## config.mk

```make
export PLATFORM = sky130hd
export DESIGN_NAME = glb_pe_feeder
export DESIGN_NICKNAME = d
export VERILOG_FILES = /design/src/rtl/glb_feeder_pkg.sv /design/src/rtl/glb_skid_fifo.sv /design/src/rtl/glb_pe_feeder.sv
export SDC_FILE = /design/constraint.sdc
export NUM_CORES = 1
export LEC_CHECK = 0
export BUFFER_PORTS_ARGS = -buffer_cell sky130_fd_sc_hd__clkbuf_2
export CAP_MARGIN = 20
export CELL_PAD_IN_SITES_DETAIL_PLACEMENT = 0
export CELL_PAD_IN_SITES_GLOBAL_PLACEMENT = 1
export CORE_UTILIZATION = 45
export DETAILED_ROUTE_END_ITERATION = 16
export PLACE_DENSITY = 0.85
export SETUP_SLACK_MARGIN = 0.4
export SLEW_MARGIN = 25
export SYNTH_ARGS = -nofsm -noshare
export SYNTH_HDL_FRONTEND = slang
export SYNTH_SLANG_ARGS = --single-unit
```

## constraint.sdc

```tcl
create_clock -name clk -period 5.94 [get_ports clk]
set_input_delay 0.297 -clock clk [delete_from_list [all_inputs] [get_ports clk]]
set_output_delay 0.297 -clock clk [all_outputs]
set_load 0.01 [all_outputs]
```

## src/rtl/glb_feeder_pkg.sv

```systemverilog
// Shared types and sizing for the GLB-to-PE-array feeder.
package glb_feeder_pkg;

  typedef enum logic [1:0] {
    IFMAP  = 2'd0,
    FILTER = 2'd1,
    IPSUM  = 2'd2,
    NONE   = 2'd3
  } stream_e;

  typedef enum logic [1:0] {
    S_IDLE  = 2'd0,
    S_RUN   = 2'd1,
    S_DRAIN = 2'd2,
    S_DONE  = 2'd3
  } state_e;

  localparam int FIFO_DEPTH = 2;
  localparam int CNT_BITS   = $clog2(FIFO_DEPTH + 1);

endpackage

```

## src/rtl/glb_skid_fifo.sv

```systemverilog
// Two-entry FIFO holding {data, tag_X, tag_Y} between the SRAM read port and the PE channel.
module glb_skid_fifo
  import glb_feeder_pkg::*;
#(
  parameter int W = 40
) (
  input  logic                clk,
  input  logic                rst,
  input  logic                push,
  input  logic [W-1:0]        push_data,
  input  logic                pop,
  output logic [CNT_BITS-1:0] count,
  output logic                empty,
  output logic [W-1:0]        head
);

  logic [W-1:0]        mem_q [FIFO_DEPTH];
  logic [0:0]          wr_ptr_q;
  logic [0:0]          rd_ptr_q;
  logic [CNT_BITS-1:0] count_q;

  // The top never pushes into a full FIFO nor pops an empty one, so no guards here.
  always_ff @(posedge clk) begin
    if (rst) begin
      wr_ptr_q <= '0;
      rd_ptr_q <= '0;
      count_q  <= '0;
      for (int i = 0; i < FIFO_DEPTH; i++) mem_q[i] <= '0;
    end else begin
      if (push) begin
        mem_q[wr_ptr_q] <= push_data;
        wr_ptr_q        <= wr_ptr_q + 1'b1;
      end
      if (pop) rd_ptr_q <= rd_ptr_q + 1'b1;
      count_q <= count_q + CNT_BITS'(push) - CNT_BITS'(pop);
    end
  end

  assign count = count_q;
  assign empty = (count_q == '0);
  assign head  = mem_q[rd_ptr_q];

endmodule

```

## src/rtl/glb_pe_feeder.sv

```systemverilog
// Reads a (y, x, word) block from a GLB bank and streams it, tagged, onto one PE-array input channel.
module glb_pe_feeder
  import glb_feeder_pkg::*;
#(
  parameter int DATA_SIZE = 32,
  parameter int XID_BITS  = 4,
  parameter int YID_BITS  = 4,
  parameter int ADDR_BITS = 16,
  parameter int WCNT_BITS = 8
) (
  input  logic                 clk,
  input  logic                 rst,
  input  logic                 cmd_valid,
  output logic                 cmd_ready,
  input  logic [1:0]           cmd_type,
  input  logic [ADDR_BITS-1:0] cmd_base_addr,
  input  logic [XID_BITS-1:0]  cmd_num_x,
  input  logic [YID_BITS-1:0]  cmd_num_y,
  input  logic [WCNT_BITS-1:0] cmd_words,
  input  logic [XID_BITS-1:0]  cmd_tag_x0,
  input  logic [YID_BITS-1:0]  cmd_tag_y0,
  output logic                 sram_ren,
  output logic [ADDR_BITS-1:0] sram_addr,
  input  logic [DATA_SIZE-1:0] sram_rdata,
  output logic                 GLB_ifmap_valid,
  input  logic                 GLB_ifmap_ready,
  output logic                 GLB_filter_valid,
  input  logic                 GLB_filter_ready,
  output logic                 GLB_ipsum_valid,
  input  logic                 GLB_ipsum_ready,
  output logic [DATA_SIZE-1:0] GLB_data_in,
  output logic [XID_BITS-1:0]  ifmap_tag_X,
  output logic [XID_BITS-1:0]  filter_tag_X,
  output logic [XID_BITS-1:0]  ipsum_tag_X,
  output logic [YID_BITS-1:0]  ifmap_tag_Y,
  output logic [YID_BITS-1:0]  filter_tag_Y,
  output logic [YID_BITS-1:0]  ipsum_tag_Y,
  output logic                 busy,
  output logic                 done,
  output logic [1:0]           dbg_state
);

  // Handshakes: a word moves when valid && ready on the selected channel in the same cycle;
  // once valid rises, data/tags/valid hold until that transfer; ready may toggle freely.

  localparam int FW = DATA_SIZE + XID_BITS + YID_BITS;

  state_e               state_q, state_d;
  stream_e              type_q;
  logic [ADDR_BITS-1:0] addr_q;
  logic [XID_BITS-1:0]  num_x_q, x0_q, xi_q, ptag_x_q;
  logic [YID_BITS-1:0]  num_y_q, y0_q, yi_q, ptag_y_q;
  logic [WCNT_BITS-1:0] words_q, wi_q;
  logic                 inflight_q;

  logic                 accept;
  logic                 pop;
  logic                 sel_ready;
  logic                 sel_valid;
  logic                 last_w, last_x, last_y, last_read;
  logic [CNT_BITS:0]    occ, limit;
  logic [CNT_BITS-1:0]  fifo_count;
  logic                 fifo_empty;
  logic [FW-1:0]        fifo_head;
  logic [DATA_SIZE-1:0] head_data;
  logic [XID_BITS-1:0]  head_x;
  logic [YID_BITS-1:0]  head_y;

  glb_skid_fifo #(.W(FW)) u_fifo (
    .clk       (clk),
    .rst       (rst),
    .push      (inflight_q),
    .push_data ({sram_rdata, ptag_x_q, ptag_y_q}),
    .pop       (pop),
    .count     (fifo_count),
    .empty     (fifo_empty),
    .head      (fifo_head)
  );

  assign {head_data, head_x, head_y} = fifo_head;

  always_comb begin
    sel_ready = 1'b0;
    case (type_q)
      IFMAP:   sel_ready = GLB_ifmap_ready;
      FILTER:  sel_ready = GLB_filter_ready;
      IPSUM:   sel_ready = GLB_ipsum_ready;
      default: sel_ready = 1'b0;
    endcase
  end

  assign sel_valid = !fifo_empty && (type_q != NONE);
  assign pop       = sel_valid && sel_ready;

  // A slot freed by this cycle's pop is usable by this cycle's read.
  assign occ      = {1'b0, fifo_count} + {{CNT_BITS{1'b0}}, inflight_q};
  assign limit    = (CNT_BITS+1)'(FIFO_DEPTH) + {{CNT_BITS{1'b0}}, pop};
  assign sram_ren = (state_q == S_RUN) && (occ < limit);
  assign sram_addr = sram_ren ? addr_q : '0;

  assign last_w    = (wi_q == words_q - WCNT_BITS'(1));
  assign last_x    = (xi_q == num_x_q - XID_BITS'(1));
  assign last_y    = (yi_q == num_y_q - YID_BITS'(1));
  assign last_read = sram_ren && last_w && last_x && last_y;

  always_comb begin
    state_d   = state_q;
    cmd_ready = 1'b0;
    busy      = 1'b0;
    done      = 1'b0;
    accept    = 1'b0;
    case (state_q)
      S_IDLE: begin
        cmd_ready = 1'b1;
        if (cmd_valid) begin
          accept = 1'b1;
          if ((cmd_type == 2'd3) || (cmd_num_x == '0) || (cmd_num_y == '0) || (cmd_words == '0))
            state_d = S_DONE;
          else
            state_d = S_RUN;
        end
      end
      S_RUN: begin
        busy = 1'b1;
        if (last_read) state_d = S_DRAIN;
      end
      S_DRAIN: begin
        busy = 1'b1;
        // Leave on the cycle of the final pop so done lands exactly one cycle after it.
        if (!inflight_q && (fifo_empty || ((fifo_count == CNT_BITS'(1)) && pop)))
          state_d = S_DONE;
      end
      S_DONE: begin
        done    = 1'b1;
        state_d = S_IDLE;
      end
      default: state_d = S_IDLE;
    endcase
  end

  always_ff @(posedge clk) begin
    if (rst) begin
      state_q    <= S_IDLE;
      type_q     <= IFMAP;
      addr_q     <= '0;
      num_x_q    <= '0;
      num_y_q    <= '0;
      words_q    <= '0;
      x0_q       <= '0;
      y0_q       <= '0;
      wi_q       <= '0;
      xi_q       <= '0;
      yi_q       <= '0;
      ptag_x_q   <= '0;
      ptag_y_q   <= '0;
      inflight_q <= 1'b0;
    end else begin
      state_q    <= state_d;
      inflight_q <= sram_ren;
      if (accept) begin
        type_q  <= stream_e'(cmd_type);
        addr_q  <= cmd_base_addr;
        num_x_q <= cmd_num_x;
        num_y_q <= cmd_num_y;
        words_q <= cmd_words;
        x0_q    <= cmd_tag_x0;
        y0_q    <= cmd_tag_y0;
        wi_q    <= '0;
        xi_q    <= '0;
        yi_q    <= '0;
      end else if (sram_ren) begin
        addr_q   <= addr_q + ADDR_BITS'(1);
        ptag_x_q <= x0_q + xi_q;
        ptag_y_q <= y0_q + yi_q;
        if (last_w) begin
          wi_q <= '0;
          if (last_x) begin
            xi_q <= '0;
            yi_q <= yi_q + YID_BITS'(1);
          end else begin
            xi_q <= xi_q + XID_BITS'(1);
          end
        end else begin
          wi_q <= wi_q + WCNT_BITS'(1);
        end
      end
    end
  end

  assign GLB_ifmap_valid  = sel_valid && (type_q == IFMAP);
  assign GLB_filter_valid = sel_valid && (type_q == FILTER);
  assign GLB_ipsum_valid  = sel_valid && (type_q == IPSUM);
  assign GLB_data_in      = sel_valid ? head_data : '0;

  assign ifmap_tag_X  = GLB_ifmap_valid  ? head_x : '0;
  assign ifmap_tag_Y  = GLB_ifmap_valid  ? head_y : '0;
  assign filter_tag_X = GLB_filter_valid ? head_x : '0;
  assign filter_tag_Y = GLB_filter_valid ? head_y : '0;
  assign ipsum_tag_X  = GLB_ipsum_valid  ? head_x : '0;
  assign ipsum_tag_Y  = GLB_ipsum_valid  ? head_y : '0;

  assign dbg_state = state_q;

endmodule

```

# Word-level counts from Yosys, hierarchy flattened
# Memory sizes are Yosys's and may differ from the RTL's. A register that Yosys moved wholly into a read port is not among the register bits.
# Cells that the tools add are included.
classes:
  addsub: 15
  n_lt_le_gt_ge: 1
  eq_ne: 14
  n_mux: 33
  bitwise: 1
  reduce_logical: 31
op_table:
  columns: ["op", "count"]
  rows:
  - ["16-bit 2-to-1 mux", 3]
  - ["40-bit 2-to-1 mux", 1]
  - ["40-bit OR reduction", 1]
  - ["32-bit 2-to-1 mux", 1]
  - ["4-bit 2-to-1 mux", 7]
  - ["16-bit by 1-bit adder with 16-bit output (second input constant)", 1]
  - ["1-bit 2-to-1 mux", 14]
  - ["1-bit logical AND", 11]
  - ["4-bit by 1-bit adder with 4-bit output (second input constant)", 2]
  - ["4-bit adder", 2]
  - ["8-bit by 1-bit adder with 8-bit output (second input constant)", 1]
  - ["2-bit equality test (second input constant)", 4]
  - ["4-bit equality test", 2]
  - ["8-bit equality test", 1]
  - ["4-bit zero test", 2]
  - ["8-bit zero test", 1]
  - ["2-bit 2-to-1 mux", 4]
  - ["8-bit 2-to-1 mux", 1]
  - ["2-bit inequality test (second input constant)", 4]
  - ["2-bit one-hot mux with 4 select lines", 1]
  - ["4-bit by 1-bit subtractor with 4-bit output (second input constant)", 2]
  - ["8-bit by 1-bit subtractor with 8-bit output (second input constant)", 1]
  - ["2-bit by 1-bit equality test with 1-bit output (second input constant)", 3]
  - ["2-bit zero test", 3]
  - ["other kinds (14)", 22]
word_totals:
  reg_bits: 73
  ram_bits: 80
  input_bits: 80
  output_inout_bits: 81
  word_cells: 113
  mem_count: 1
mem_list:
  columns: ["memory", "depth", "word_bits", "read_ports", "rd_clocked_by_memory_dff", "wr", "line_no", "source"]
  rows:
  - ["u_fifo.mem_q", 2, 40, 1, 1, 2, "glb_skid_fifo.sv:17", "logic [W-1:0] mem_q [FIFO_DEPTH];"]

# Logic depth before layout (Yosys ltp)
# Gate-level depths: netlist (run 1).
depth:
  ltp_word: 12
  ltp_mapped: 10
  mapped_depth_nobuf: 9

# Modules after synthesis
# Synthesis (run 1) repeated with hierarchy kept, for this count alone.
unflattened:
  hier_cells: 822
  hier_area_um2: 8126.5
by_module_without_submodules:
  columns: ["mod", "instances", "cells_each", "area_per_inst_um2", "seq_area_each_um2"]
  rows:
  - ["glb_pe_feeder", 1, 542, 4255.3, 1381.3]
  - ["glb_skid_fifo", 1, 280, 3871.2, 2502.4]

# Worst setup path after synthesis (run 1)
# Ideal clock, no wire load.
synth_timing:
  path_kind: "register -> register"
  from: "reg inflight_q"
  to: "reg xi_q[3]"
  setup_ns: 0.070
  arrival_ns: 2.640
  t_required_ns: 5.870
  setup_slack_ns: 3.230
  stages_incl_launch_ff: 10
  path_buffers: 1
  period_less_slack_ns: 2.710
  cell_sequence: "dfxtp_1 -> ha_1 -> ha_1 -> nand4bb_1 -> o32ai_2 -> nor2_2 -> or4_1 -> buf_2 -> or4_1 -> a21oi_1"
synth_via:
  elab_chain_len: 4
synth_rtl:
  columns: ["element", "line_no", "source"]
  rows:
  - ["start, declared", "glb_pe_feeder.sv:54", "logic inflight_q;"]
  - ["start signal, assigned", "glb_pe_feeder.sv:159", "inflight_q <= sram_ren;"]
  - ["2-bit by 1-bit adder with 3-bit output", "glb_pe_feeder.sv:96", "assign occ = {1'b0, fifo_count} + {{CNT_BITS{1'b0}}, inflight_q};"]
  - ["3-bit less-than comparator", "glb_pe_feeder.sv:98", "assign sram_ren = (state_q == S_RUN) && (occ < limit);"]
  - ["1-bit logical AND", "glb_pe_feeder.sv:98", null]
  - ["2-bit AND reduction (no source line)", null, null]
  - ["end signal, assigned", "glb_pe_feeder.sv:181", "xi_q <= xi_q + XID_BITS'(1);"]
  - ["end, declared", "glb_pe_feeder.sv:51", "logic [XID_BITS-1:0] num_x_q, x0_q, xi_q, ptag_x_q;"]
# No other way between the ends.
# A chain may end at the register's enable or synchronous reset.

# Worst setup path in the final report (run 1)
layout_timing:
  from: "reg inflight_q"
  to: "out sram_addr[8]"
layout_via:
  elab_chain_len: 4
layout_rtl:
  columns: ["element", "line_no", "source"]
  rows:
  - ["2-bit by 1-bit adder with 3-bit output", "glb_pe_feeder.sv:96", null]
  - ["3-bit less-than comparator", "glb_pe_feeder.sv:98", null]
  - ["1-bit logical AND", "glb_pe_feeder.sv:98", null]
  - ["16-bit 2-to-1 mux", "glb_pe_feeder.sv:99", "assign sram_addr = sram_ren ? addr_q : '0;"]
  - ["end, declared", "glb_pe_feeder.sv:23", "output logic [ADDR_BITS-1:0] sram_addr,"]
# No other way between the ends.

==> reports/results.ini, run 1 <==
[yosys]
synthArstFlopShare_pct = 0
synth_fp_nets = 879
synth_area_leader_cell = edfxtp_1
syn-mean-instance-area_um2 = 9.85
ys_top_cells_by_area = edfxtp_1 31%, dfxtp_1 19%, and2_1 7.7%
synthCells = 776
synth_xor_area_share_pct = 6.14
ys_seq_area_share_pct = 50.8
synth-adder-area-share_pct = 3.96
yosys_warnings = 0
synth_top_family_by_area = simple AND/OR/NAND/NOR gates
synth_cell_types = 53
yosys.area_share.simple_pct = 22.7
synthMuxAreaShare_pct = 5.91
synth_compound_area_share_pct = 7.20
ys_seq_elements = 154
synth_edf_count = 80
synth_ff_type = edfxtp_1
syn_area_um2 = 7640
synth_top_area_share_pct = 31.4

[pwr]
power.internal_mw = 2.34
p_per_area_nw_per_um2 = 395
power_frac_comb_pct = 32.8
ir_worst_vdd_v = 0.000310
seqPwrFrac_pct = 38.9
p_clk_share_pct = 28.3
swShare_pct = 35.9
switchingPower_mw = 1.31
leakagePower_nw = 3.78

[final_layout]
final_nets = 1026
stdcell_count = 1156
layout-drive-gt1-share_pct = 23.0
finalInstanceArea_um2 = 9220
antenna_cells = 0
layout.cells.most_common_list = 160 x clkbuf_2, 108 x nor2_1, 94 x and2_1, 82 x nand2_1, 80 x edfxtp_1
areaGrowthSynthToFinish_pct = 20.7
final_common_cell = clkbuf_2

[worst_setup_path]
reg2reg_from = inflight_q$_SDFF_PP0_
crit_buf_inv = 2
cpMaxStageDelayCell = inv_1
crit_fanout = 24
reg2reg_depth = 7
criticalPathCategory = reg -> out
worst-endpoint-required_ns = 5.64
rr_endpoint = xi_q[3]$_SDFFE_PP0N_
crit_path_end_kind = output pin
arrival_ns = 2.87
crit_chain = ha_1 -> nand4bb_1 -> o32ai_2 -> nor2_2 -> inv_1 -> and2_1 -> clkbuf_2
cpLargestDelayFamily = buffers and inverters
rrSetupSlack_ns = 2.96
startpoint_type = flip-flop
critPathMaxStageDelay_ns = 0.53

[timing]
final-hold-violation-count = 0
fmax_mhz = 316
fin_skew_ns = 0.0108
holdWs_ns = 0.0970
final.period_utilization_pct = 53.3
setup_slack_ns = 2.77
timing.slew.headroom_pct = 36.0
period_minus_slack_ns = 3.17
setup_tns_ns = 0
slew_viol_final = 0
setup_viol = 0
rsz0062_at_grt = no
tightest_slew_ns = 0.961

[route]
wl_per_cell_um = 14.3
vias_per_cell = 4.99
route.detailed.drc = 0
drt-initial-drc-count = 283
totalWireLength_um = 16600
antenna_left = 0
dr_total_vias = 5768
first_pass_iters = 4

[clock_tree]
postCtsHoldBufs = 0
numCtsBuffers = 17
cts_tree = built
cts_resized = 0
cts_root_buffer = clkbuf_16
cts.sinks = 154
postCtsSetupBuffers = 0
insertion_delay_ns = 0.42
htreeDepth = 4
path_clk_slew_ns = 0.06
cts_buffer_depth = 2

[floorplanning]
initial_utilization_pct = 46.1
die_area_um2 = 17500
core_um2 = 16600
die_x_um = 132
ios = 161
dieHeight_um = 132
rows = 47

[global_routing]
antenna_found_initial = 0
grt_start_max_net_pins = 59
grt_util_met1_pct = 24.6
use_met2_pct = 33.3
grt_pass1_wl_um = 26700
grt_most_used_layer = met2
grt.total_usage_pct = 19.4
grt_pass1_vias = 5396
gr-total-overflow = 0
met3_usage_pct = 3.46

[placed_design]
dp.cells = 1123
pre_cts_ws_ns = 3.00
place_area_um2 = 8630
place.gp.congestion = 0.804
dpl.hpwl_um = 11600
io_buffers = 160

[min_path]
hold_start = cmd_tag_y0[1]
whs_path_depth = 3
holdPathEnd = y0_q[1]$_SDFFE_PP0P_
min_path_type = in -> reg

[run]
drv_cap = 0

[outcome]
status = finished clean

power groups by stage:
stage	Sequential [mW]	Combinational [mW]	Clock, mW
4_1_cts	1.42	1.21	1.05
5_1_grt	1.44	1.33	1.09
2_1_floorplan	1.40	0.867	0
3_5_place_dp	1.44	1.20	0
6_report	1.42	1.20	1.03
3_3_place_gp	1.43	1.19	0
layer usage:
layer	wire (µm)	vias to the layer above
met5	0	-
met4	205	0
met3	672	15
met2	8000	129
met1	7690	2670
li1	-	2954
worst max path at each step:
stage,start,slack [ns],end,cells after the start
floorplan,inflight_q$_SDFF_PP0_,3.23,xi_q[3]$_SDFFE_PP0N_,9
finish,inflight_q$_SDFF_PP0_,2.77,sram_addr[8],7
global placement,inflight_q$_SDFF_PP0_,3.06,xi_q[3]$_SDFFE_PP0N_,8
CTS,inflight_q$_SDFF_PP0_,2.77,sram_addr[8],7
global route,inflight_q$_SDFF_PP0_,2.57,sram_addr[12],7
detailed placement,inflight_q$_SDFF_PP0_,3.00,xi_q[3]$_SDFFE_PP0N_,8
sequential cells by signal (all words and copies together), names as in the netlist, named ones only:
signal / cells
wi_q: 8
yi_q: 4
u_fifo.count: 2
ptag_y_q: 4
num_x_q: 4
inflight_q: 1
num_y_q: 4
u_fifo.wr_ptr_q: 1
xi_q: 4
u_fifo.rd_ptr_q: 1
ptag_x_q: 4
dbg_state: 2
x0_q: 4
y0_q: 4
type_q: 2
words_q: 8
addr_q: 16
u_fifo.mem_q: 80
metrics by stage:
step / total power, mW / utilization, %
after floorplan: 2.27 / -
after global routing: 3.86 / 55.6
after CTS: 3.68 / 55.5
after detailed placement: 2.65 / 52.0
after global placement: 2.63 / 52.0
final: 3.65 / 55.6
Yosys cell counts, types with 2 or more instances:
master      n
a211oi_1   16
o21ai_0     8
nor3b_1     3
nor2_1    108
buf_1       5
nand2b_1    4
dfxtp_1    74
nor2b_1     2
fa_1        2
a21o_1      4
o221ai_1    2
a21oi_1    40
nor4_1      9
a311oi_1    3
nor3_1     12
inv_1      27
or3_1       4
edfxtp_1   80
clkbuf_1   33
xnor2_1    30
o21bai_1    2
and2_1     94
and4_1      2
nand2_1    83
or4_1       2
xor2_1     21
or2_2       3
ha_1       21
mux2i_1    44
nand4_1    11
nand3_1     5
worst min-delay path: cells and delay by family:
family          cells  cell delay (ns)
compound gates      1             0.05
buf+inv             1             0.08
simple gates        1             0.05
logic make-up (layout without fill, tap and decap cells):
logic type               Yosys count  after routing
AND/OR/NAND/NOR                  350            350
flip-flops                       154            154
buffers and inverters             66            226
AO/OA/AOI/OAI                     86             86
XOR/XNOR                          52             52
adder cells (fa/ha/maj)           23             23
multiplexers                      45             45
cell type report:
| type | count | area [µm²] |
|---|---|---|
| clock buffers | 17 | 425 |
| clock inverters | 15 | 140 |
| fillers | 1498 | 7360 |
| inverters | 27 | 101 |
| multi-input cells | 556 | 3520 |
| flip-flops and latches | 154 | 3880 |
| well taps | 220 | 275 |
| repair buffers | 167 | 873 |
Power figures use the tool's default switching activity.
==> run 2, diff against run 1 <==
CORE_UTILIZATION = 38   (was 45)
PLACE_DENSITY = 0.76   (was 0.85)
clock period = 2.6 ns   (was 5.94 ns; I/O delays follow)
==> reports/results.ini, run 2 (synthesis gave the netlist of run 1 again) <==
[min_path]
whs_path_depth = 2
min_path_type = in -> reg

[final_layout]
layout.cells.most_common_list = 146 x clkbuf_2, 103 x nor2_1, 88 x and2_1, 80 x nand2_1, 80 x edfxtp_1
register_area_um2 = 3900
max_flop_register = u_fifo.mem_q
stdcell_count = 1307
layout-drive-gt1-share_pct = 27.9
areaGrowthSynthToFinish_pct = 39.8
largest_register_ffs = 80
multi_input_comb_area_um2 = 3800
fillers = 1781
final_nets = 1131
final_common_cell = clkbuf_2
layout_top_registers = u_fifo.mem_q x80, addr_q x16

[timing]
fmax_mhz = 418
final.period_utilization_pct = 92.0
rsz0062_at_grt = yes
tightest_slew_ns = 0.737
slew_viol_final = 0
final-hold-violation-count = 0
fin_skew_ns = 0.0133
period_minus_slack_ns = 2.39
setup_tns_ns = 0
timing.slew.headroom_pct = 50.4
setup_viol = 0
holdWs_ns = 0.0144

[route]
wl_per_cell_um = 14.4
drt-initial-drc-count = 241
vias_per_cell = 4.82
route.detailed.drc = 0
first_pass_iters = 4
antenna_left = 0
dr_total_vias = 6306
totalWireLength_um = 18800

[worst_setup_path]
crit_path_end_kind = output pin
reg2reg_depth = 8
critPathMaxStageDelay_ns = 0.36
criticalPathCategory = reg -> out
rrSetupSlack_ns = 0.22
worst-endpoint-required_ns = 2.47
arrival_ns = 2.26
startpoint_type = flip-flop
crit_fanout = 7
crit_chain = ha_4 -> ha_4 -> nand4bb_4 -> o32ai_4 -> nor2_4 -> buf_6 -> buf_4 -> buf_12 -> nor2_4 -> buf_6
cpMaxStageDelayCell = dfxtp_4

[placed_design]
dp.cells = 1187
dpl.hpwl_um = 12600
io_buffers = 160
place.gp.congestion = 0.801

[clock_tree]
htreeDepth = 4
cts_buffer_depth = 2
cts_root_buffer = clkbuf_16
cts.sinks = 154
insertion_delay_ns = 0.43
path_clk_slew_ns = 0.07
numCtsBuffers = 17
cts_tree = built

[floorplanning]
initial_utilization_pct = 39.0
core_um2 = 19600
ios = 161
rows = 51
die_area_um2 = 20700
die_x_um = 144
dieHeight_um = 144

[outcome]
status = finished clean

[global_routing]
grt_start_max_net_pins = 54
grt_pass1_wl_um = 30400
grt.total_usage_pct = 19.0
antenna_found_initial = 1
grt_pass1_vias = 6211
gr-total-overflow = 0

[pwr]
p_per_area_nw_per_um2 = 881
leakagePower_nw = 4.35
ir_worst_vdd_v = 0.000508

[run]
drv_cap = 0

run 2: worst paths after layout:
kind | from | endpoint
worst max-delay path | u_fifo.count[0]$_SDFF_PP0_ | sram_addr[14]
worst min-delay path | sram_rdata[9] | u_fifo.mem_q[0][17]$_SDFFCE_PN0P_
worst max register to register | u_fifo.count[0]$_SDFF_PP0_ | xi_q[3]$_SDFFE_PP0N_
worst min register to register | num_x_q[3]$_SDFFE_PP0P_ | num_x_q[3]$_SDFFE_PP0P_
run 2: power by group:
group	switching (mW)	leakage [nW]	internal (mW)
clock network	1.16	0.300	1.39
logic	1.95	2.61	1.61
registers	0.332	1.44	2.96
total	3.45	4.35	5.96
run 2: timing repair:
action,CTS,global route
hold endpoints to repair,97,0
gates resized for setup,34,51
hold buffers,71,0
pin swaps,12,13
setup buffers,12,3
gates cloned,0,1
setup endpoints to repair,56,57
run 2: worst max-delay path: cells and delay by family, from the launching register on:
family / cells / cell delay [ns]
DFF: 1 / 0.36
buffers and inverters: 4 / 0.50
AOI/OAI and AO/OA: 1 / 0.29
and+or+nand+nor: 3 / 0.36
adders and majority gates: 2 / 0.31
run 2: stage by stage:
stage	worst slack [ns]	cell area [µm²]	total power, mW	util (%)
final	0.209	10700	9.41	54.5
after global routing	0.102	10700	9.97	54.5
after CTS	0.181	10500	9.29	53.5
after detailed placement	0.135	8920	6.36	45.5
after global placement	0.153	8920	6.31	45.5
after floorplan	0.108	7720	5.26	-
run 2: layout make-up:
class | instances | share of cell area, %
Tap cell | 265 | 3.10
Clock inverter | 15 | 1.75
Antenna cell | 1 | 0.0234
Inverter | 27 | 0.984
Multi-Input combinational cell | 556 | 35.6
Sequential cell | 154 | 36.5
Timing Repair Buffer | 272 | 18.1
Clock buffer | 17 | 3.98
run 2: routing by layer:
layer / vias up / track usage, % / wire length [µm]
li1: 3162 / - / -
met1: 2968 / 22.9 / 8640
met2: 159 / 33.6 / 8970
met3: 17 / 4.43 / 939
met4: 0 / 5.26 / 212
met5: - / 0 / 0
